## src/rtl/riscv_pkg.sv

```systemverilog
`default_nettype none
// ============================================================================
//  Module      : riscv_pkg
//  Description : Shared constants and types for the 5-stage RISC-V pipeline
//                (machine width, bubble encoding, base opcodes, fetch state).
//  Revision    : 1.0  initial release
// ============================================================================
package riscv_pkg;

    // Machine width and the canonical bubble (addi x0,x0,0)
    localparam int          XLEN     = 32;
    localparam logic [31:0] NOP_INST = 32'h0000_0013;

    // Base opcodes shared with the ID-stage decoder
    localparam logic [6:0] OPC_LUI    = 7'b0110111;
    localparam logic [6:0] OPC_AUIPC  = 7'b0010111;
    localparam logic [6:0] OPC_JAL    = 7'b1101111;
    localparam logic [6:0] OPC_JALR   = 7'b1100111;
    localparam logic [6:0] OPC_BRANCH = 7'b1100011;
    localparam logic [6:0] OPC_LOAD   = 7'b0000011;
    localparam logic [6:0] OPC_STORE  = 7'b0100011;
    localparam logic [6:0] OPC_OP_IMM = 7'b0010011;
    localparam logic [6:0] OPC_OP     = 7'b0110011;
    localparam logic [6:0] OPC_SYSTEM = 7'b1110011;

    // Fetch-unit control state
    typedef enum logic [0:0] {
        RUN    = 1'b0,
        HALTED = 1'b1
    } fetch_state_t;

endpackage : riscv_pkg
`default_nettype wire

```

## src/rtl/if_stage_if_id_reg.sv

```systemverilog
`default_nettype none
// ============================================================================
//  Module      : if_id_reg
//  Description : IF/ID pipeline register. Loads a fetched instruction with its
//                PC and PC+4, holds on stall, and inserts a bubble when flushed
//                or when nothing new is available.
//  Revision    : 1.0  initial release
// ============================================================================
module if_id_reg #(
    parameter int          XLEN     = 32,
    parameter logic [31:0] NOP_INST = 32'h0000_0013
) (
    input  logic            clk,
    input  logic            rst_n,
    input  logic            load,
    input  logic [31:0]     load_inst,
    input  logic [XLEN-1:0] load_pc,
    input  logic            stall,
    input  logic            flush,
    output logic            valid,
    output logic [31:0]     inst,
    output logic [XLEN-1:0] pc,
    output logic [XLEN-1:0] pc4
);

    // Priority: flush > load > hold (stall) > bubble; PC fields keep their
    // last value whenever a bubble is inserted.
    always_ff @(posedge clk or negedge rst_n) begin
        if (!rst_n) begin
            valid <= 1'b0;
            inst  <= NOP_INST;
            pc    <= '0;
            pc4   <= '0;
        end else if (flush) begin
            valid <= 1'b0;
            inst  <= NOP_INST;
        end else if (load) begin
            valid <= 1'b1;
            inst  <= load_inst;
            pc    <= load_pc;
            pc4   <= load_pc + XLEN'(4);
        end else if (!stall) begin
            valid <= 1'b0;
            inst  <= NOP_INST;
        end
    end

endmodule : if_id_reg
`default_nettype wire

```

## src/rtl/if_stage.sv

```systemverilog
`default_nettype none
// ============================================================================
//  Module      : if_stage
//  Description : Instruction-fetch stage. Owns the PC, keeps at most one
//                instruction-memory read in flight, parks one returned word in
//                a single-entry buffer while IF/ID is stalled, and honours EX
//                redirects and the decoder's HALT.
//  Revision    : 1.0  initial release
// ============================================================================
module if_stage
    import riscv_pkg::fetch_state_t;
    import riscv_pkg::RUN;
    import riscv_pkg::HALTED;
#(
    parameter int              XLEN     = riscv_pkg::XLEN,
    parameter logic [XLEN-1:0] RESET_PC = '0,
    parameter logic [31:0]     NOP_INST = riscv_pkg::NOP_INST
) (
    input  logic            clk,
    input  logic            rst_n,
    output logic            imem_req_o,
    output logic [XLEN-1:0] imem_addr_o,
    input  logic            imem_rvalid_i,
    input  logic [31:0]     imem_rdata_i,
    input  logic            stall_i,
    input  logic            redirect_i,
    input  logic [XLEN-1:0] redirect_pc_i,
    input  logic            halt_i,
    output logic            if_id_valid_o,
    output logic [31:0]     if_id_inst_o,
    output logic [XLEN-1:0] if_id_pc_o,
    output logic [XLEN-1:0] if_id_pc4_o,
    output logic            halted_o
);

    fetch_state_t    state;
    fetch_state_t    state_next;

    logic [XLEN-1:0] pc_q;
    logic [XLEN-1:0] req_pc;
    logic            pending;
    logic            drop;

    logic            buf_valid;
    logic [31:0]     buf_inst;
    logic [XLEN-1:0] buf_pc;

    logic            running;
    logic            resp;
    logic            redirect_acc;
    logic            halt_acc;
    logic            issue;
    logic            resp_keep;
    logic            ifid_load;
    logic            ifid_flush;
    logic [31:0]     ifid_load_inst;
    logic [XLEN-1:0] ifid_load_pc;

    // ------------------------------------------------------------------
    // Control decode
    // ------------------------------------------------------------------
    assign running      = (state == RUN);
    assign resp         = imem_rvalid_i && pending;
    // Redirects are ignored once fetch has stopped.
    assign redirect_acc = redirect_i && running;
    assign halt_acc     = halt_i && if_id_valid_o && !stall_i && !redirect_i && running;

    // A new read may go out when nothing is in flight, or when the word in
    // flight is returning this cycle and can be consumed directly.
    assign issue = rst_n && running && !redirect_i && !buf_valid &&
                   (!pending || (imem_rvalid_i && !stall_i));

    // A returning word is kept only if it is not stale and this cycle does
    // not flush the front end.
    assign resp_keep = resp && !drop && !redirect_acc && !halt_acc;

    assign ifid_flush     = redirect_acc || halt_acc;
    assign ifid_load      = !stall_i && (resp_keep || buf_valid);
    assign ifid_load_inst = resp_keep ? imem_rdata_i : buf_inst;
    assign ifid_load_pc   = resp_keep ? req_pc       : buf_pc;

    assign imem_req_o  = issue;
    assign imem_addr_o = pc_q;
    assign halted_o    = (state == HALTED);

    // ------------------------------------------------------------------
    // Fetch state register
    // ------------------------------------------------------------------
    // Holds RUN/HALTED; HALTED is only left through reset.
    always_ff @(posedge clk or negedge rst_n) begin
        if (!rst_n) begin
            state <= RUN;
        end else begin
            state <= state_next;
        end
    end

    // Next-state decode: an accepted halt stops fetch permanently.
    always_comb begin
        state_next = state;
        case (state)
            RUN:     if (halt_acc) state_next = HALTED;
            HALTED:  state_next = HALTED;
            default: state_next = RUN;
        endcase
    end

    // ------------------------------------------------------------------
    // PC, outstanding-request tracking and stale-response squashing
    // ------------------------------------------------------------------
    // pc_q advances on every issue (wrapping at 2^XLEN) and jumps on redirect;
    // drop marks an in-flight word that belongs to a discarded path.
    always_ff @(posedge clk or negedge rst_n) begin
        if (!rst_n) begin
            pc_q    <= RESET_PC;
            req_pc  <= '0;
            pending <= 1'b0;
            drop    <= 1'b0;
        end else begin
            if (redirect_acc) begin
                pc_q <= redirect_pc_i;
            end else if (issue) begin
                pc_q   <= pc_q + XLEN'(4);
                req_pc <= pc_q;
            end

            if (issue) begin
                pending <= 1'b1;
            end else if (resp) begin
                pending <= 1'b0;
            end

            if (halt_acc) begin
                drop <= 1'b1;
            end else if (redirect_acc) begin
                drop <= pending && !imem_rvalid_i;
            end else if (resp) begin
                drop <= 1'b0;
            end
        end
    end

    // ------------------------------------------------------------------
    // Single-entry skid buffer
    // ------------------------------------------------------------------
    // Captures a returning word while IF/ID is stalled and drains into IF/ID
    // on the first unstalled cycle; a flush empties it.
    always_ff @(posedge clk or negedge rst_n) begin
        if (!rst_n) begin
            buf_valid <= 1'b0;
            buf_inst  <= NOP_INST;
            buf_pc    <= '0;
        end else if (ifid_flush) begin
            buf_valid <= 1'b0;
        end else if (resp_keep && stall_i) begin
            buf_valid <= 1'b1;
            buf_inst  <= imem_rdata_i;
            buf_pc    <= req_pc;
        end else if (!stall_i) begin
            buf_valid <= 1'b0;
        end
    end

    // ------------------------------------------------------------------
    // IF/ID register
    // ------------------------------------------------------------------
    if_id_reg #(
        .XLEN     (XLEN),
        .NOP_INST (NOP_INST)
    ) u_if_id_reg (
        .clk       (clk),
        .rst_n     (rst_n),
        .load      (ifid_load),
        .load_inst (ifid_load_inst),
        .load_pc   (ifid_load_pc),
        .stall     (stall_i),
        .flush     (ifid_flush),
        .valid     (if_id_valid_o),
        .inst      (if_id_inst_o),
        .pc        (if_id_pc_o),
        .pc4       (if_id_pc4_o)
    );

endmodule : if_stage
`default_nettype wire
```

## config.mk

```make
export PLATFORM = sky130hd
export DESIGN_NAME = if_stage
export DESIGN_NICKNAME = d
export VERILOG_FILES = /design/src/rtl/riscv_pkg.sv /design/src/rtl/if_stage_if_id_reg.sv /design/src/rtl/if_stage.sv
export SDC_FILE = /design/constraint.sdc
export NUM_CORES = 1
export LEC_CHECK = 0
export ABC_AREA = 1
export BUFFER_PORTS_ARGS = -buffer_cell sky130_fd_sc_hd__buf_2
export CAP_MARGIN = 20
export CELL_PAD_IN_SITES_DETAIL_PLACEMENT = 1
export CELL_PAD_IN_SITES_GLOBAL_PLACEMENT = 1
export CORE_ASPECT_RATIO = 1.25
export CORE_MARGIN = 1.5
export CORE_UTILIZATION = 45
export DETAILED_ROUTE_END_ITERATION = 6
export GPL_TIMING_DRIVEN = 1
export PLACE_DENSITY = 0.86
export SYNTH_ARGS = -nofsm -noshare
export SYNTH_HDL_FRONTEND = slang
export SYNTH_HIERARCHICAL = 1
export SYNTH_SLANG_ARGS = --single-unit
```

## constraint.sdc

```tcl
create_clock -name clk -period 4.4 [get_ports clk]
set_input_delay 0 -clock clk [delete_from_list [all_inputs] [get_ports clk]]
set_output_delay 0 -clock clk [all_outputs]
set_load 0.02 [all_outputs]
```

== Yosys cells after proc, flatten, opt, wreduce, memory -nomap -nowiden ==
Cells that the tools add are included.

* Register bits: 229
* Bits of input ports: 70
* Output and inout port bits: 131
* Logic and storage cells: 71

* Add/subtract/negate cells: 2
* Equality and inequality tests: 2
* Mux-type cells: 18
* Bitwise logic cells: 3
* Reductions and logical operators: 34

{| class="wikitable"
|+ Operator list
! kind !! number
|-
| $mux W32 || 7
|-
| $add A32 B3 Y32 const B || 2
|-
| $logic_and A1 B1 Y1 || 17
|-
| $mux W1 || 10
|-
| $logic_not A1 Y1 || 8
|-
| $ne A3 B1 Y1 const B || 2
|-
| $reduce_and A2 Y1 || 3
|-
| $reduce_bool A2 Y1 || 2
|-
| $logic_or A1 B1 Y1 || 3
|-
| $not A1 Y1 || 3
|-
| $reduce_bool A3 Y1 || 1
|-
| $pmux W1 S2 || 1
|}

== Depth between registers and ports, before layout ==
Gate-level depths: netlist (run 1).

* Depth after elaboration: 10
* Gate-level depth with buffers: 16
* Mapped depth without buffers: 14

== Hierarchy ==
The synthesis (run 1) kept the hierarchy.

{| class="wikitable"
|+ By module, submodules not included
! module !! times used !! cells an instance !! area an instance (µm²) !! sequential area each (µm²)
|-
| if_stage || 1 || 867 || 6911.6 || 3306.9
|-
| if_id_reg || 1 || 508 || 4360.4 || 2381.0
|}

== Worst setup path after synthesis (run 1) ==
Ideal clock, no wire load.

* Kind: register to register
* From: reg state (netlist: halted_o)
* To: reg u_if_id_reg.pc4[24]
* Library setup time: 0.124 ns
* Data arrival time: 2.281 ns
* Required time: 4.276 ns
* Path slack: 1.995 ns
* Cell stages (with the launch flop): 15
* Buffers on the path: 2
* Clock period less this slack: 2.405 ns
* Cells stage by stage: dfrtp_1 > nor2_4 > nor3_2 > nand2_1 > buf_4 > clkbuf_1 > o21ai_0 > ha_1 > nand2_1 > nor2_4 > nand2_1 > nor2_2 > nand2_1 > nand2_1 > nand3_1

* Elaborated cells between the ends (all ways): 14
* Classes of those cells: add/sub: 1; mux: 1; bitwise: 2; reduce/logical: 10

{| class="wikitable"
|+ RTL lines
! element !! line !! source
|-
| start: declaration || if_stage.sv:36 || <nowiki>fetch_state_t state;</nowiki>
|-
| start signal: assignment || if_stage.sv:94 || <nowiki>state <= state_next;</nowiki>
|-
| $not A1 Y1 (*) || -- ||
|-
| $logic_and A1 B1 Y1 || if_stage.sv:65 || <nowiki>assign redirect_acc = redirect_i && running;</nowiki>
|-
| $logic_not A1 Y1 || if_stage.sv:75 || <nowiki>assign resp_keep = resp && !drop && !redirect_acc && !halt_acc;</nowiki>
|-
| $logic_and A1 B1 Y1 || if_stage.sv:75 ||
|-
| $logic_and A1 B1 Y1 (*) || if_stage.sv:75 ||
|-
| $mux W32 (*) || if_stage.sv:80 || <nowiki>assign ifid_load_pc = resp_keep ? req_pc : buf_pc;</nowiki>
|-
| named net ifid_load_pc[2] || if_stage.sv:57 || <nowiki>logic [XLEN-1:0] ifid_load_pc;</nowiki>
|-
| $add A32 B3 Y32 (*) || if_stage_if_id_reg.sv:41 || <nowiki>pc4 <= load_pc + XLEN'(4);</nowiki>
|-
| end signal: assignment || if_stage_if_id_reg.sv:41 ||
|-
| end: declaration || if_stage_if_id_reg.sv:23 || <nowiki>output logic [XLEN-1:0] pc4</nowiki>
|}

Mark *: on every way through the listed nets, which the timed path passes. The rest lies on a longest branch.
A chain may end at the register's enable or synchronous reset.

== Worst setup path after layout (run 1) ==
* From: reg state (netlist: halted_o)
* To: reg u_if_id_reg.inst[17]

* Cells in the longest elaborated chain, start to end: 9
* Elaborated cells between the ends (all ways): 14
* Classes of those cells: eq/ne: 1; mux: 3; bitwise: 1; reduce/logical: 9

{| class="wikitable"
|+ RTL lines
! element !! line !! source
|-
| $not A1 Y1 (*) || -- ||
|-
| $logic_and A1 B1 Y1 || if_stage.sv:65 ||
|-
| $logic_not A1 Y1 || if_stage.sv:75 ||
|-
| $logic_and A1 B1 Y1 || if_stage.sv:75 ||
|-
| $logic_and A1 B1 Y1 (*) || if_stage.sv:75 ||
|-
| $logic_or A1 B1 Y1 (*) || if_stage.sv:78 || <nowiki>assign ifid_load = !stall_i && (resp_keep || buf_valid);</nowiki>
|-
| $logic_and A1 B1 Y1 (*) || if_stage.sv:78 ||
|-
| named net ifid_load || if_stage.sv:54 || <nowiki>logic ifid_load;</nowiki>
|-
| $mux W32 || if_stage_if_id_reg.sv:37 || <nowiki>end else if (load) begin</nowiki>
|-
| $mux W32 || if_stage_if_id_reg.sv:34 || <nowiki>end else if (flush) begin</nowiki>
|-
| end signal: assignment || if_stage_if_id_reg.sv:39 || <nowiki>inst <= load_inst;</nowiki>
|-
| end: declaration || if_stage_if_id_reg.sv:21 || <nowiki>output logic [31:0] inst,</nowiki>
|}

Marked as above.

==> results of run 1 <==
[worst reg2reg max path: stages (launching register included)]
cell                      delay, ns
sky130_fd_sc_hd__dfrtp_1       0.43
sky130_fd_sc_hd__nor2_4        0.12
sky130_fd_sc_hd__buf_4         0.38
sky130_fd_sc_hd__nor3_2        0.10
sky130_fd_sc_hd__nand2_4       0.41
sky130_fd_sc_hd__inv_2         0.11
sky130_fd_sc_hd__nor2_1        0.15
sky130_fd_sc_hd__nor2_1        0.09
sky130_fd_sc_hd__inv_1         0.07
sky130_fd_sc_hd__nand3_1       0.16
sky130_fd_sc_hd__inv_1         0.80
sky130_fd_sc_hd__a22o_1        0.29
[worst max path at each step]
stage | start | cells past startpoint | slack [ns] | endpoint
floorplan | halted_o$_DFF_PN0_ | 14 | 2.00 | u_if_id_reg/pc4[24]$_DFFE_PN0P_
global placement | halted_o$_DFF_PN0_ | 11 | 1.42 | u_if_id_reg/pc4[11]$_DFFE_PN0P_
detailed placement | halted_o$_DFF_PN0_ | 12 | 1.30 | u_if_id_reg/pc4[26]$_DFFE_PN0P_
CTS | halted_o$_DFF_PN0_ | 12 | 1.24 | u_if_id_reg/pc4[26]$_DFFE_PN0P_
global route | halted_o$_DFF_PN0_ | 12 | 0.88 | u_if_id_reg/pc4[28]$_DFFE_PN0P_
finish | halted_o$_DFF_PN0_ | 11 | 1.21 | u_if_id_reg/inst[17]$_DFFE_PN0P_
[power groups by stage]
stage | Combinational [W] | Clock, W | Sequential (W)
floorplan | 0.000161 | 0 | 0.00233
global placement | 0.000395 | 0 | 0.00227
detailed placement | 0.000408 | 0 | 0.00228
CTS | 0.000459 | 0.00205 | 0.00224
global route | 0.000513 | 0.00214 | 0.00225
finish | 0.000462 | 0.00200 | 0.00224
[layout make-up]
type | instances | area [µm²] | area share
flip-flops and latches | 227 | 5688 | 0.4106
clock inverters | 6 | 45.04 | 0.003251
clock buffers | 36 | 726.9 | 0.05247
repair buffers | 280 | 1797 | 0.1297
diodes | 1 | 2.502 | 0.0001806
multi-input cells | 931 | 4611 | 0.3328
inverters | 152 | 570.5 | 0.04118
well taps | 330 | 412.9 | 0.02980
[kinds of logic (layout without fill, tap and decap cells)]
kind of cell               after synthesis  in the layout  share of synthesized area
buffers and inverters                  217            474                    0.08747
and+or+nand+nor                        667            667                     0.2527
other                                    0              1                          0
AOI/OAI and AO/OA                      256            256                     0.1483
DFF                                    227            227                     0.5046
xor gates and xnor gates                 6              6                   0.004662
adders and majority gates                2              2                   0.002220
[registers in the layout (all words and copies together) (netlist names)]
signal             count
drop                   1
buf_pc                32
buf_valid              1
req_pc                32
imem_addr_o           32
pending                1
u_if_id_reg/pc        32
halted_o               1
u_if_id_reg/pc4       30
buf_inst              32
u_if_id_reg/inst      32
u_if_id_reg/valid      1
[routing by layer]
metal  part of all wire  global-route usage  vias to the layer above
met5                  0                   0                        -
met3              0.040             0.03383                       95
li1                   -                   -                     4918
met4              0.039              0.1172                        0
met2               0.50              0.4733                      314
met1               0.42              0.3529                     5102
[what timing repair did]
action / CTS / global route
setup endpoints to repair: 0 / 0
endpoints found under the hold margin: 208 / 0
resized for setup: 0 / 0
hold buffers: 69 / 0
[per-stage QoR]
stage,util,hold WS (ns),instances
detailed placement,0.5039,0.1409,1851
finish,0.5635,0.1147,1963
global placement,0.5039,0.1418,1851
global route,0.5635,0.1391,1963
floorplan,-,-0.2956,1375
CTS,0.5634,0.1083,1962
[cell usage in the layout (no fill, tap or decap), types with 4 or more instances in the layout]
| cell type | instances |
|---|---|
| sky130_fd_sc_hd__nor3_1 | 8 |
| sky130_fd_sc_hd__nand3b_1 | 10 |
| sky130_fd_sc_hd__nor2_4 | 8 |
| sky130_fd_sc_hd__o21ai_0 | 120 |
| sky130_fd_sc_hd__clkbuf_8 | 6 |
| sky130_fd_sc_hd__dlygate4sd3_1 | 69 |
| sky130_fd_sc_hd__o21ai_2 | 60 |
| sky130_fd_sc_hd__buf_4 | 10 |
| sky130_fd_sc_hd__nand2_4 | 4 |
| sky130_fd_sc_hd__buf_2 | 199 |
| sky130_fd_sc_hd__inv_1 | 142 |
| sky130_fd_sc_hd__dfstp_2 | 6 |
| sky130_fd_sc_hd__nand2_2 | 5 |
| sky130_fd_sc_hd__a21oi_1 | 19 |
| sky130_fd_sc_hd__nand3_1 | 85 |
| sky130_fd_sc_hd__nand2_1 | 386 |
| sky130_fd_sc_hd__xor2_1 | 4 |
| sky130_fd_sc_hd__nand4_1 | 16 |
| sky130_fd_sc_hd__a22o_1 | 29 |
| sky130_fd_sc_hd__nor2_2 | 9 |
| sky130_fd_sc_hd__clkbuf_16 | 25 |
| sky130_fd_sc_hd__clkinv_2 | 4 |
| sky130_fd_sc_hd__clkbuf_1 | 5 |
| sky130_fd_sc_hd__inv_2 | 9 |
| sky130_fd_sc_hd__nor2_1 | 129 |
| sky130_fd_sc_hd__o211ai_1 | 7 |
| sky130_fd_sc_hd__o21ai_1 | 8 |
| sky130_fd_sc_hd__dfrtp_1 | 221 |
==> impl_summary.txt, run 1 <==
----------------------------------------------------
[Die]
  Starting utilization of the core area ... 0.4585
  Horizontal extent of the die ... ~140 µm
  Die Span Y ... between 150 and 200 µm
  Core area ... 24,580 µm²
  Die area ... 26,010 µm²
  Ports ... 201
  Count of standard-cell rows ... 64

[STA]
  Post-layout min period ... 3.192 ns
  Max Transition Viols Final ... 0
  Tightest Pin Transition ... between 1 and 1.5 ns
  Fin worst setup slack ... approximately 1.2 ns
  Clock skew ... approximately 0.013 ns
  Worst max-slew margin expressed relative to the limit ... 0.3093
  Max Fclk ... between 300 and 400 MHz
  Final Hold Vio Count ... 0
  Total Negative Setup Slacks ... 0 ns
  Unrepaired setup endpoints after global routing ... false
  Period utilization ... 0.7254
  Finish-stage setup viols ... 0

[Worst setup path]
  Cell at the slowest stage of the critical path ... sky130_fd_sc_hd__inv_1
  Buffers and inverters on the worst path ... 4
  Capture point of the worst reg-to-reg path ... u_if_id_reg/inst[17]$_DFFE_PN0P_
  Path type of the worst setup path ... register to register
  Element type at the critical path start ... register
  CP max FO ... 62
  Startpoint of the worst-slack reg-to-reg timing path ... halted_o$_DFF_PN0_
  Worst R2R Path Depth ... 11
  Series of cell instances along the critical path ... nor2_4 -> buf_4 -> nor3_2 -> nand2_4 -> inv_2 -> nor2_1 -> nor2_1 -> inv_1 -> nand3_1 -> inv_1 -> a22o_1
  Data required time of the worst path ... between 4 and 5 ns
  Worst Setup End Kind ... register
  Flop-to-flop setup slack ... roughly 1.2 ns
  Max incr delay on CP ... ~0.8 ns
  Crit path arrival time ... ~3.6 ns
  Cell family with the largest share of critical-path delay ... buffers and inverters

[Synth]
  Post-Synthesis Cell Area ... about 11,000 µm²
  Synth area leaders ... sky130_fd_sc_hd__dfrtp_1, sky130_fd_sc_hd__nand2_1, sky130_fd_sc_hd__o21ai_0, sky130_fd_sc_hd__inv_1, sky130_fd_sc_hd__o21ai_2
  Post-synthesis async set-or-reset flop share ... 1.000
  Count of cell types in the netlist ... 41
  Cell taking the most area after synthesis ... sky130_fd_sc_hd__dfrtp_1
  Number of register bits inferred by synthesis ... between 200 and 250
  List of most frequent post-synthesis cells ... sky130_fd_sc_hd__nand2_1, sky130_fd_sc_hd__dfrtp_1, sky130_fd_sc_hd__inv_1, sky130_fd_sc_hd__nor2_1, sky130_fd_sc_hd__o21ai_0
  Library cell with the highest instance count after synthesis ... sky130_fd_sc_hd__nand2_1
  Post-synth EDFFs ... 0
  Synth Area per Inst ... roughly 8.2 µm²
  Fraction of post-synthesis cell area in the top cell type by area ... 0.4906
  Sequential fraction of the synthesis area ... 0.5046
  Dominant register cell in the synthesized netlist ... sky130_fd_sc_hd__dfrtp_1
  Post-synthesis cell count ... roughly 1,400
  Post-synthesis net count ... between 1,000 and 1,500
  YS warnings ... 6

[Layout]
  Nets ... between 1,500 and 2,000
  Area Growth Syn to Fin ... 22.90%
  Fill cell count ... 2,999
  Post-route standard cell area excluding fillers ... 13,850 µm²
  Share of cells above drive strength 1 ... 0.2163

[GRT]
  Global-route wire length before repair ... 57.60 mm
  Number of antenna violations at the first check in global routing ... 1
  Largest net degree at the start of global routing ... approximately 110
  Via count of the first global-routing pass ... approximately 11,000
  Combined global-route utilization of all metal layers ... 0.2776
  Total grt overflow ... 0

[Power and ir drop]
  Share of power burned in registers ... 0.477
  Leakage power of the design ... between 6 and 7 nW
  Cell Int Power ... 0.003492 W
  Proportion of power drawn by combinational gates ... 0.098
  Part of the power in the clock network ... 0.425
  Tot Pwr ... 0.004710 W
  Switch Pwr ... 0.001218 W
  Power per standard cell area ... between 300 and 400 nW/µm²
  Switching share of power ... 0.2586
  Worst IR Drop VDD ... between 0.2 and 0.25 mV

[Job]
  Max-cap violations ... 0

[Placement]
  Standard cell area after detailed placement ... ~12,000 µm²
  Gpl congestion ... about 0.86
  Detail Placement HPWL ... about 22 mm
  Port-buffer cells ... 200
  Worst setup slack before clock tree synthesis ... 1.303 ns

[Min path]
  Number of stages on the worst hold path ... 5
  Endpoint with the worst hold slack ... drop$_DFFE_PN0P_
  Worst hold-check path type ... input port to register
  Critical hold path startpoint ... halt_i

[Detailed routing]
  Via total after detailed routing ... ~10,000
  DR pass1 iterations ... 6
  Initial DRC count ... 458
  Per-cell routed wire length ... around 18 µm
  DRT antenna net count ... 0
  Vias per cell ... 5.313
  Total Wirelength ... 35.15 mm
  Drt drc ... 0

[CTS]
  Buffers inserted during post-CTS setup optimization ... 0
  Clock Latency Late Sink ... between 0.5 and 0.6 ns
  Number of H-tree levels ... 1
  Number of clock sinks ... approximately 230
  Number of buffers created by CTS ... 25
  Clock transition at the registers of the reported paths ... ~0.060 ns
  Deepest clock path buffer count ... 3
  CTS Root Cell ... sky130_fd_sc_hd__clkbuf_16
  TritonCTS clock tree ... yes

[Outcome]
  Status ... finished, final reports clean

----------------------------------------------------
Note: power is estimated with default switching activity, not from simulation.
==> run 2, diff against run 1 <==
--- a/config.mk
+++ b/config.mk
@@ -12,10 +12,10 @@
 export CELL_PAD_IN_SITES_GLOBAL_PLACEMENT = 1
 export CORE_ASPECT_RATIO = 1.25
 export CORE_MARGIN = 1.5
-export CORE_UTILIZATION = 45
+export CORE_UTILIZATION = 38
 export DETAILED_ROUTE_END_ITERATION = 6
 export GPL_TIMING_DRIVEN = 1
-export PLACE_DENSITY = 0.86
+export PLACE_DENSITY = 0.77
 export SYNTH_ARGS = -nofsm -noshare
 export SYNTH_HDL_FRONTEND = slang
 export SYNTH_HIERARCHICAL = 1
==> constraint.sdc (replaced) <==
create_clock -name clk -period 2.7 [get_ports clk]
set_input_delay 0 -clock clk [delete_from_list [all_inputs] [get_ports clk]]
set_output_delay 0 -clock clk [all_outputs]
set_load 0.02 [all_outputs]
==> run 2 against run 1 <==
Compared with the run above: worst setup slack lost 1.0 ns; register-to-register slack lost 1.0 ns; critical endpoint is now u_if_id_reg/pc4[20]$_DFFE_PN0P_; sequential cell count is the same; core utilization down 7.4 points; largest power group unchanged.
==> impl_summary.txt, run 2 (synthesis results as in run 1) <==
----------------------------------------------------
[STA]
  Finish-stage setup viols ... 0
  Max Fclk ... approximately 400 MHz
  Clock skew ... slightly below 0.01 ns
  Fin worst setup slack ... between 0.2 and 0.25 ns
  Post-route worst hold slack ... 0.02457 ns
  Worst max-slew margin expressed relative to the limit ... 0.4428
  Final Hold Vio Count ... 0
  Period utilization ... 0.9231
  Max Transition Viols Final ... 0
  Tightest Pin Transition ... approximately 0.84 ns
  Post-layout min period ... ~2.5 ns
  Unrepaired setup endpoints after global routing ... true

[Worst setup path]
  Data required time of the worst path ... between 3 and 4 ns
  Dominant cell type by count on the critical path ... sky130_fd_sc_hd__nand2_1
  Element type at the critical path start ... register
  Path type of the worst setup path ... register to register
  CP max FO ... 11
  Cell at the slowest stage of the critical path ... sky130_fd_sc_hd__o21ai_0
  Worst Setup End Kind ... register
  Crit path arrival time ... approximately 2.9 ns
  Buffers and inverters on the worst path ... 1
  Max incr delay on CP ... just under 0.5 ns
  Cell family with the largest share of critical-path delay ... simple AND/OR/NAND/NOR gates
  Series of cell instances along the critical path ... nand2_1 -> nor3_4 -> nand2_2 -> o21ai_0 -> nand3_1 -> nor2_1 -> nand2_1 -> clkinv_1 -> nand2_1 -> nand2_1 -> nand3_1

[Layout]
  Share of the core filled with cells in the final layout ... 0.4892
  Number of inserted diodes ... 0
  Layout Cells excl Fill ... 2,059
  Combined area of the multi-input logic cells ... 4631 µm²
  Commonest cells after routing, fill and taps aside ... sky130_fd_sc_hd__nand2_1, sky130_fd_sc_hd__dfrtp_1, sky130_fd_sc_hd__buf_2
  Post-route standard cell area excluding fillers ... around 14,000 µm²
  Share of cells above drive strength 1 ... 0.2315
  Area Growth Syn to Fin ... 26.96%
  Sequential standard cell area ... ~5700 µm²
  Nets ... around 1,700
  Most common cell after layout, fill and taps aside ... sky130_fd_sc_hd__nand2_1
  Fill cell count ... 3,620

[Job]
  Max-cap violations ... 0

[Min path]
  Worst hold-check path type ... input port to asynchronous set/reset pin

[GRT]
  Via count of the first global-routing pass ... 10,500
  Global-route wire length before repair ... roughly 55 mm
  Total grt overflow ... 0
  Largest net degree at the start of global routing ... between 100 and 150
  Combined global-route utilization of all metal layers ... 0.2210
  Number of antenna violations at the first check in global routing ... 0

[Die]
  Die Span Y ... 195.6 µm
  Count of standard-cell rows ... 70
  Core area ... around 29,000 µm²
  Horizontal extent of the die ... roughly 160 µm
  Starting utilization of the core area ... 0.3853
  Die area ... ~30,000 µm²
  Ports ... between 200 and 250

[Placement]
  Standard cell area after detailed placement ... between 10,000 and 15,000 µm²
  Cell total after placement ... 1,941
  Worst setup slack before clock tree synthesis ... ~0.19 ns
  Detail Placement HPWL ... roughly 23 mm
  Port-buffer cells ... 200
  Gpl congestion ... 0.8768

[CTS]
  CTS Root Cell ... sky130_fd_sc_hd__clkbuf_16
  Number of H-tree levels ... 1
  Deepest clock path buffer count ... 3
  Clock transition at the registers of the reported paths ... around 0.060 ns
  Number of buffers created by CTS ... 25
  Number of clock sinks ... between 200 and 250
  Clock Latency Late Sink ... about 0.52 ns
  TritonCTS clock tree ... yes

[Detailed routing]
  Drt drc ... 0
  DR pass1 iterations ... 4
  Vias per cell ... 4.957
  Total Wirelength ... around 34 mm
  DRT antenna net count ... 0
  Initial DRC count ... 495
  Via total after detailed routing ... 10,210
  Per-cell routed wire length ... ~16 µm

[Power and ir drop]
  Power per standard cell area ... around 550 nW/µm²
  Leakage power of the design ... between 7 and 8 nW
  Worst IR Drop VDD ... about 0.34 mV

[Outcome]
  Status ... finished, final reports clean

----------------------------------------------------
-- run 2: layer usage --
| metal | GRT usage | vias up | share of wire | wire length, µm |
|---|---|---|---|---|
| met5 | 0 | - | 0 | 0 |
| met4 | 0.05346 | 0 | 0.019 | 651 |
| met3 | 0.02375 | 48 | 0.036 | 1195 |
| met2 | 0.3722 | 189 | 0.49 | 16320 |
| met1 | 0.3045 | 5001 | 0.46 | 15370 |
| li1 | - | 4969 | - | - |
-- run 2: stage by stage --
| step | total power (W) | TNS, ns |
|---|---|---|
| finish | 0.007935 | 0 |
| global route | 0.008256 | -0.1741 |
| CTS | 0.008030 | 0 |
| detailed placement | 0.004398 | 0 |
| global placement | 0.004370 | 0 |
| floorplan | 0.004056 | 0 |
-- run 2: worst register-to-register path: stages, from the launching register on --
cell and delay [ns]:
sky130_fd_sc_hd__dfrtp_1 0.36, sky130_fd_sc_hd__nand2_1 0.12, sky130_fd_sc_hd__nor3_4 0.30, sky130_fd_sc_hd__nand2_2 0.21, sky130_fd_sc_hd__o21ai_0 0.49, sky130_fd_sc_hd__nand3_1 0.18, sky130_fd_sc_hd__nor2_1 0.26, sky130_fd_sc_hd__nand2_1 0.12
sky130_fd_sc_hd__clkinv_1 0.15, sky130_fd_sc_hd__nand2_1 0.07, sky130_fd_sc_hd__nand2_1 0.06, sky130_fd_sc_hd__nand3_1 0.06
-- run 2: worst paths after layout --
kind | end | depth (start not counted) | slack [ns] | start
setup / recovery | u_if_id_reg/pc4[20]$_DFFE_PN0P_ | 11 | 0.21 | pending$_DFFE_PN0P_
hold / removal | imem_addr_o[1]$_DFFE_PN0P_ | 3 | 0.02 | rst_n
setup reg to reg | u_if_id_reg/pc4[20]$_DFFE_PN0P_ | 11 | 0.21 | pending$_DFFE_PN0P_
hold reg to reg | u_if_id_reg/pc[15]$_DFFE_PN0P_ | 2 | 0.48 | u_if_id_reg/pc[15]$_DFFE_PN0P_
max in group asynchronous | u_if_id_reg/inst[10]$_DFFE_PN0P_ | 3 | 1.84 | rst_n
min in group clk | drop$_DFFE_PN0P_ | 5 | 0.13 | halt_i
-- run 2: repair_timing --
action	in CTS	in global routing
endpoints found under the setup margin	0	14
hold endpoints to repair	321	0
gates resized for setup	0	8
hold buffers	70	0
setup buffers	0	2
-- run 2: cell type report --
type | instances | share of cell area
clock inverter | 9 | 0.008568
tap | 396 | 0.03462
timing repair buffer | 307 | 0.1458
sequential | 227 | 0.3974
inverter | 152 | 0.03987
clock buffer | 36 | 0.05010
multi-input combinational | 932 | 0.3236
-- run 2: power breakdown --
part	internal, W	switching, W	total (W)
sequential	0.00354	0.000108	0.00365
clock	0.00212	0.00139	0.00352
combinational	0.000309	0.000457	0.000767
total	0.00598	0.00196	0.00794
==> run 3, diff against run 2 <==
--- a/config.mk
+++ b/config.mk
@@ -11,7 +11,6 @@
 export CELL_PAD_IN_SITES_DETAIL_PLACEMENT = 1
 export CELL_PAD_IN_SITES_GLOBAL_PLACEMENT = 1
 export CORE_ASPECT_RATIO = 1.25
-export CORE_MARGIN = 1.5
 export CORE_UTILIZATION = 38
 export DETAILED_ROUTE_END_ITERATION = 6
 export GPL_TIMING_DRIVEN = 1
==> run 3 against run 2 <==
Compared with the run above: power is 0.38% higher; final cell count hardly changed; count of clock-buffer cells in the layout is 1 lower; sequential share of layout area is 0.12 points lower; core utilization is 0.15 points higher; design area is 0.30% higher; clock skew is 0.0083 ns higher; sequential power hardly changed; sequential cell count stayed put; fmax is 0.83% lower; register-to-register slack worse by 0.02 ns; via count is 1.1% higher.
==> impl_summary.txt, run 3 (synthesis results as in run 1) <==
----------------------------------------------------
[Outcome]
  Status ... finished, final reports clean

[Die]
  Count of standard-cell rows ... 70
  Horizontal extent of the die ... ~160 µm
  Starting utilization of the core area ... 0.3853
  Ports ... 201
  Die area ... between 30,000 and 40,000 µm²
  Die Span Y ... around 200 µm
  Core area ... 29,250 µm²

[Layout]
  Share of the core filled with cells in the final layout ... 0.4907
  Share of cells above drive strength 1 ... 0.2342
  Most common cell after layout, fill and taps aside ... sky130_fd_sc_hd__nand2_1
  Area Growth Syn to Fin ... 27.34%
  Post-route standard cell area excluding fillers ... ~14,000 µm²
  Number of inserted diodes ... 0
  Layout Cells excl Fill ... ~2,100
  Nets ... 1,716
  Commonest cells after routing, fill and taps aside ... sky130_fd_sc_hd__nand2_1, sky130_fd_sc_hd__dfrtp_1, sky130_fd_sc_hd__buf_2
  Fill cell count ... between 3,000 and 4,000

[GRT]
  Total grt overflow ... 0
  Global-route wire length before repair ... 55.52 mm
  Met3 Track Usage GR ... 0.02586
  Via count of the first global-routing pass ... 10,690
  Met1 usage ... 0.3053
  Combined global-route utilization of all metal layers ... 0.2267
  Most Used Layer, Global Route ... met2
  Largest net degree at the start of global routing ... between 100 and 150
  Global routing usage on met2 ... 0.3897
  Number of antenna violations at the first check in global routing ... 0

[STA]
  Clock skew ... about 0.018 ns
  Tightest Pin Transition ... roughly 0.84 ns
  Fin worst setup slack ... between 0.15 and 0.2 ns
  Max Fclk ... between 300 and 400 MHz
  Max Transition Viols Final ... 0
  Worst max-slew margin expressed relative to the limit ... 0.4383
  Final Hold Vio Count ... 0
  Post-layout min period ... roughly 2.5 ns
  Finish-stage setup viols ... 0
  Period utilization ... 0.9308

[Worst setup path]
  Flop-to-flop setup slack ... between 0.15 and 0.2 ns
  Crit path launch ... halted_o$_DFF_PN0_
  Worst Setup End Kind ... register
  Cell at the slowest stage of the critical path ... sky130_fd_sc_hd__clkinvlp_4
  Dominant cell type by count on the critical path ... sky130_fd_sc_hd__inv_1
  Crit path arrival time ... 2.93 ns
  CP max FO ... 35
  Data required time of the worst path ... 3.11 ns
  Startpoint of the worst-slack reg-to-reg timing path ... halted_o$_DFF_PN0_
  Max incr delay on CP ... around 0.46 ns
  Element type at the critical path start ... register
  Cell family with the largest share of critical-path delay ... buffers and inverters
  Path type of the worst setup path ... register to register
  Buffers and inverters on the worst path ... 4
  Series of cell instances along the critical path ... nor2_4 -> buf_4 -> inv_1 -> nand2_1 -> inv_1 -> nand3_1 -> clkinvlp_4 -> a22o_1

[Min path]
  Worst hold-check path type ... input port to asynchronous set/reset pin

[CTS]
  Deepest clock path buffer count ... 3
  Number of clock sinks ... roughly 230
  Number of buffers created by CTS ... 25
  TritonCTS clock tree ... yes
  Clock Latency Late Sink ... 0.53 ns
  Clock transition at the registers of the reported paths ... about 0.060 ns
  Number of H-tree levels ... 1
  CTS Root Cell ... sky130_fd_sc_hd__clkbuf_16

[Detailed routing]
  DRT antenna net count ... 0
  DR pass1 iterations ... 6
  Vias per cell ... around 5.0
  Initial DRC count ... roughly 590
  Drt drc ... 0
  Per-cell routed wire length ... approximately 17 µm
  Via total after detailed routing ... about 10,000
  Total Wirelength ... 34.08 mm

[Power and ir drop]
  Leakage power of the design ... 7.087 nW
  Worst IR Drop VDD ... between 0.3 and 0.4 mV
  Power per standard cell area ... about 550 nW/µm²
  Tot Pwr ... 0.007966 W

[Placement]
  Detail Placement HPWL ... roughly 23 mm
  Worst setup slack before clock tree synthesis ... ~0.056 ns
  Port-buffer cells ... 200
  Cell total after placement ... a little under 2,000
  Gpl congestion ... approximately 0.85
  Standard cell area after detailed placement ... about 13,000 µm²

[Job]
  Max-cap violations ... 0

----------------------------------------------------
==> run 3: cell types whose count changed in the layout (fill, tap and decap cells not counted), moves of 2 or more <==
cell                         change
sky130_fd_sc_hd__clkinv_2        -5
sky130_fd_sc_hd__clkbuf_1        -4
sky130_fd_sc_hd__clkbuf_8        +3
sky130_fd_sc_hd__clkinv_4        +3
sky130_fd_sc_hd__clkinvlp_4      +3
sky130_fd_sc_hd__o21ai_0         -3
sky130_fd_sc_hd__o21ai_1         +3
sky130_fd_sc_hd__buf_4           -2
sky130_fd_sc_hd__inv_6           +2
==> run 3: area by class of cell <==
cell class                 count  area [µm²]  area share
timing repair buffer         305        2072      0.1444
inverter                     152       574.3     0.04001
tap                          396       495.5     0.03452
clock inverter                 9       118.9    0.008281
multi-input combinational    932        4654      0.3243
sequential                   227        5688      0.3963
timing repair inverter         1       7.507   0.0005230
clock buffer                  35       743.2     0.05178
==> run 3: worst paths after layout <==
kind / to / cells after the start
worst max-delay path: u_if_id_reg/inst[23]$_DFFE_PN0P_ / 8
worst min-delay path: imem_addr_o[5]$_DFFE_PN0P_ / 3
worst max register to register: u_if_id_reg/inst[23]$_DFFE_PN0P_ / 8
worst min register to register: u_if_id_reg/pc[18]$_DFFE_PN0P_ / 2
max in group asynchronous: buf_inst[22]$_DFFE_PN0P_ / 3
min in group clk: drop$_DFFE_PN0P_ / 5
==> run 3: power breakdown <==
group	internal [W]	switching, W	leakage [nW]
sequential	0.00354	0.000106	2.92
combinational	0.000312	0.000464	3.75
clock	0.00212	0.00143	0.418
==> run 3: stage by stage <==
step	hold WS [ns]	setup TNS, ns
2_1_floorplan	-0.2956	0
6_report	0.03169	0
3_3_place_gp	-0.1226	0
5_1_grt	0.04736	-0.01856
4_1_cts	0.03433	0
3_5_place_dp	-0.1250	0
==> run 3: metal layers <==
metal	vias to the layer above	routed length [µm]
li1	4967	-
met1	5073	15040
met2	242	17110
met3	34	1422
met4	0	506
met5	-	0
==> run 3: repair_timing <==
| item | 4_1_cts | 5_1_grt |
|---|---|---|
| resized for setup | 0 | 16 |
| setup endpoints to repair | 0 | 46 |
| hold buffers | 70 | 0 |
| hold endpoints to repair | 323 | 0 |
| setup buffers | 0 | 2 |
==> run 3: tightest hold or removal path, stage by stage <==
cell and delay (ns):
sky130_fd_sc_hd__dlygate4sd3_1 0.58, sky130_fd_sc_hd__buf_8 0.14, sky130_fd_sc_hd__buf_12 0.19
